File: src/rtl/serial_parity_frame_ctrl.sv
// Framed LSB-first serial transmitter with generated parity bit.
// Optional stop-bit slot after parity: define SPFC_STOP_BIT_EN.
module serial_parity_frame_ctrl #(
    parameter int WIDTH      = 8,
    parameter bit ODD_PARITY = 1'b0
) (
    input  logic             clk,
    input  logic             rst_n,
    input  logic             in_valid,
    output logic             in_ready,
    input  logic [WIDTH-1:0] in_data,
    input  logic             ser_en,
    output logic             ser_out,
    output logic             ser_valid,
    output logic             frame_done,
    output logic             busy
);

    localparam int CW = (WIDTH > 1) ? $clog2(WIDTH) : 1;
    localparam logic [CW-1:0] LAST = CW'(WIDTH - 1);

`ifdef SPFC_STOP_BIT_EN
    typedef enum logic [1:0] {IDLE, DATA, PAR, STOP} state_t;
`else
    typedef enum logic [1:0] {IDLE, DATA, PAR} state_t;
`endif

    state_t           state;
    logic [WIDTH-1:0] shreg;
    logic [CW-1:0]    cnt;
    logic             par;

    // Outputs are registered alongside the state, so each branch loads the
    // values belonging to the state being entered.
    always_ff @(posedge clk or negedge rst_n) begin
        if (!rst_n) begin
            state      <= IDLE;
            shreg      <= '0;
            cnt        <= '0;
            par        <= 1'b0;
            in_ready   <= 1'b1;
            ser_out    <= 1'b1;
            ser_valid  <= 1'b0;
            frame_done <= 1'b0;
            busy       <= 1'b0;
        end else begin
            frame_done <= 1'b0;
            case (state)
                IDLE: begin
                    if (in_valid) begin
                        shreg     <= in_data;
                        cnt       <= '0;
                        par       <= ODD_PARITY;
                        state     <= DATA;
                        ser_out   <= in_data[0];
                        ser_valid <= 1'b1;
                        in_ready  <= 1'b0;
                        busy      <= 1'b1;
                    end
                end
                DATA: begin
                    if (ser_en) begin
                        par   <= par ^ shreg[0];
                        shreg <= shreg >> 1;
                        cnt   <= cnt + 1'b1;
                        if (cnt == LAST) begin
                            state   <= PAR;
                            ser_out <= par ^ shreg[0];
                        end else begin
                            ser_out <= shreg[1];
                        end
                    end
                end
                PAR: begin
                    if (ser_en) begin
`ifdef SPFC_STOP_BIT_EN
                        state   <= STOP;
                        ser_out <= 1'b1;
`else
                        state      <= IDLE;
                        ser_out    <= 1'b1;
                        ser_valid  <= 1'b0;
                        in_ready   <= 1'b1;
                        busy       <= 1'b0;
                        frame_done <= 1'b1;
`endif
                    end
                end
`ifdef SPFC_STOP_BIT_EN
                STOP: begin
                    if (ser_en) begin
                        state      <= IDLE;
                        ser_out    <= 1'b1;
                        ser_valid  <= 1'b0;
                        in_ready   <= 1'b1;
                        busy       <= 1'b0;
                        frame_done <= 1'b1;
                    end
                end
`endif
                default: begin
                    state     <= IDLE;
                    ser_out   <= 1'b1;
                    ser_valid <= 1'b0;
                    in_ready  <= 1'b1;
                    busy      <= 1'b0;
                end
            endcase
        end
    end

endmodule
File: config.mk
export PLATFORM = sky130hd
export DESIGN_NAME = serial_parity_frame_ctrl
export DESIGN_NICKNAME = d
export VERILOG_FILES = /design/src/rtl/serial_parity_frame_ctrl.sv
export SDC_FILE = /design/constraint.sdc
export NUM_CORES = 1
export LEC_CHECK = 0
export BUFFER_PORTS_ARGS = -buffer_cell sky130_fd_sc_hd__buf_4
export CORE_UTILIZATION = 53
export CTS_CLUSTER_SIZE = 28
export DETAILED_ROUTE_END_ITERATION = 12
export HOLD_SLACK_MARGIN = 0.15
export PLACE_DENSITY_LB_ADDON = 0.2
export SYNTH_ARGS = -nofsm -noshare
export SYNTH_HDL_FRONTEND = slang
export SYNTH_SLANG_ARGS = --single-unit
File: constraint.sdc
create_clock -name clk -period 1.4 [get_ports clk]
set_input_delay 0.07 -clock clk [delete_from_list [all_inputs] [get_ports clk]]
set_output_delay 0.07 -clock clk [all_outputs]
set_load 0.005 [all_outputs]
==> run summary <==
hpwl dp: 1150 µm
Fmax: 726 MHz
pre-CTS setup slack: 6.44 ps
Yosys cell types: 29
worst skew pair latency: 290 ps
complex-gate fraction of the synthesized area: 10.1%
Synth Register Bits: 18
Commonest cells post-synth: dfrtp_1, mux2_4, inv_1, mux2_1, o21ai_0
DRC viols: 0
CP startpoint kind: register
WP data required: 1590 ps
simple-gate share of the synthesized area: 10.2%
initial antenna violation count: 0
PnR worst setup slack: 21.7 ps
vias in the first global route: 670
Synth Area in Adders: 2.61%
Setup TNS: 0 ps
share of layout cells above drive strength 1: 39.8%
Mapped Cells: 81
DRT antenna net count: 0
unrepaired setup endpoints after global routing: true
chip width: 44.5 µm
reg-to-reg critical path startpoint: state[0]$_DFFE_PN0P_
Vias: 728
Worst VDD drop: 0.00123 V
CTS tree: yes
max_slew headroom: 83.7%
XOR/XNOR share of the synthesized area: 0.915%
Max Cap Viol: 0
area of placed instances: 1110 µm²
nets@finish: 128
PwrDens: 1810 nW/µm²
prevailing post-synth register cell: dfrtp_1
WL per Instance: 13.8 µm
CTS Root Cell: clkbuf_4
vias per std cell: 5.31
DRT iter0 DRCs: 23
Seq/Total Area, Yosys: 47.3%
Std-Cell Core Area: 1590 µm²
All-Layer GR Usage: 20.2%
setup violators final: 0
status: complete, no violations
mean post-synth cell area: 11.8 µm²
Worst Path Arrival: 1570 ps
Tmin final: 1380 ps
GRT overflow: 0
syn_nets: 95
Site Rows: 14
Ys Warns: 0
Util after Layout: 82.3%
most common cell in the synthesized netlist: dfrtp_1
PortBufs: 16
mux share of post-synthesis cell area: 21.3%
Setup crit end kind: register
static leakage: 0.670 nW
Synth top area share: 41.8%
Synth area leader: dfrtp_1
synth top area cells: dfrtp_1, mux2_4, mux2_1
Die Y: 44.5 µm
die area: 1980 µm²
clk buf depth: 2
Tcrit/Tclk final: 98.4%
Tightest Hold Check Type: in -> async
fraction of registers with async set/reset: 100%
CTS buffer count: 3
final antenna diode count: 0
clock slew at reported path FFs: 100 ps
Final Hold Fails: 0
hold slack: 169 ps
first-pass GRT wire length: 2890 µm
Clock Sinks: 18
Initial Util: 60.0%
crit path from: state[0]$_DFFE_PN0P_
largest net degree at the start of global routing: 19
Least-Margin Pin Slew: 244 ps
Final Max Tran Viols: 0
critical path class: reg -> reg
Finished Cell Area: 1310 µm²
Post-Syn Area: 957 µm²
crit path max fanout: 8
routability cong.: 0.744
DRT Wirelength: 1890 µm
Pre-antenna DRT Iters: 4
Max Clock Skew: 1.13 ps
EDFF count, synth: 0
largest family of logic cells by synthesized area: multiplexers
H-tree Lvls: 1
Ports: 17
synthesis-to-layout area growth: 37.0%
-- cells by family (layout without fill, tap and decap cells) --
logic type	Yosys count	count (layout)
compound gates	16	16
xor+xnor	1	1
fa+ha+maj	2	2
buf+inv	12	44
flops	18	18
mux	16	16
simple gates	16	16
-- worst max-delay path, stage by stage, from the launching register on --
cell and delay [ps]:
dfrtp_1 390, nor2b_4 180, buf_12 140, mux2_4 310
mux2_4 250
-- registers in the layout, summed over array words and instances, names as in the netlist --
name and cells:
busy 1, cnt 3, frame_done 1, in_ready 1
par 1, ser_out 1, shreg 8, state 2
-- worst paths after layout --
check                                            end  slack [ps]  cells past startpoint
worst max register to register  shreg[3]$_DFFE_PN0P_          20                      4
max in group asynchronous       in_ready$_DFFE_PN1P_         970                      2
min in group clk                  cnt[0]$_DFFE_PN0P_         490                      1
worst min register to register    cnt[0]$_DFFE_PN0P_         490                      1
worst max-delay path            shreg[3]$_DFFE_PN0P_          20                      4
worst min-delay path            shreg[5]$_DFFE_PN0P_         170                      2
-- routing by layer --
layer	global-route usage [%]	wire length, µm
met5	0	0
met4	9.09	30
met3	2.45	86
met2	34.7	955
met1	25.5	815
-- cell usage in the layout, fill, tap and decap left out --
cell type	count
o21a_1	1
ha_1	2
nand3_1	3
xnor2_1	1
a21oi_1	4
mux2_4	14
a311oi_1	1
clkbuf_4	3
buf_6	1
o221ai_1	1
dlygate4sd3_1	11
nor2_2	1
dfrtp_1	16
nand2_1	1
buf_12	2
nor2b_1	3
and4b_1	1
dfstp_2	2
o31ai_1	1
o22ai_1	3
mux2i_1	2
nand2b_1	2
nor2_1	3
or3_1	1
nor2b_4	1
inv_1	6
buf_4	20
clkbuf_8	1
o21ai_0	5
-- report_power, final --
group / switching (mW) / internal [mW]
Combinational: 0.409 / 0.760
Sequential: 0.148 / 0.739
Clock: 0.161 / 0.159
Total: 0.718 / 1.66
-- cell type report --
class	instances	area (µm²)
clock buffer	4	36.3
fill	88	283
inverter	6	22.5
multi-input combinational	51	458
sequential	18	453
tap	24	30.0
timing repair buffer	34	312
-- repair_timing --
| item | in CTS | in global routing |
|---|---|---|
| resized for setup | 1 | 7 |
| endpoints found under the hold margin | 34 | 0 |
| buffers inserted | 0 | 2 |
| hold buffers | 11 | 0 |
| endpoints found under the setup margin | 1 | 7 |
-- per-stage QoR --
| stage | instances | power [mW] |
|---|---|---|
| finish | 137 | 2.38 |
| global route | 137 | 2.51 |
| CTS | 135 | 2.18 |
| detailed placement | 120 | 1.82 |
| global placement | 120 | 1.79 |
| floorplan | 81 | 1.58 |
No activity file was read; power rests on OpenSTA's default activity.
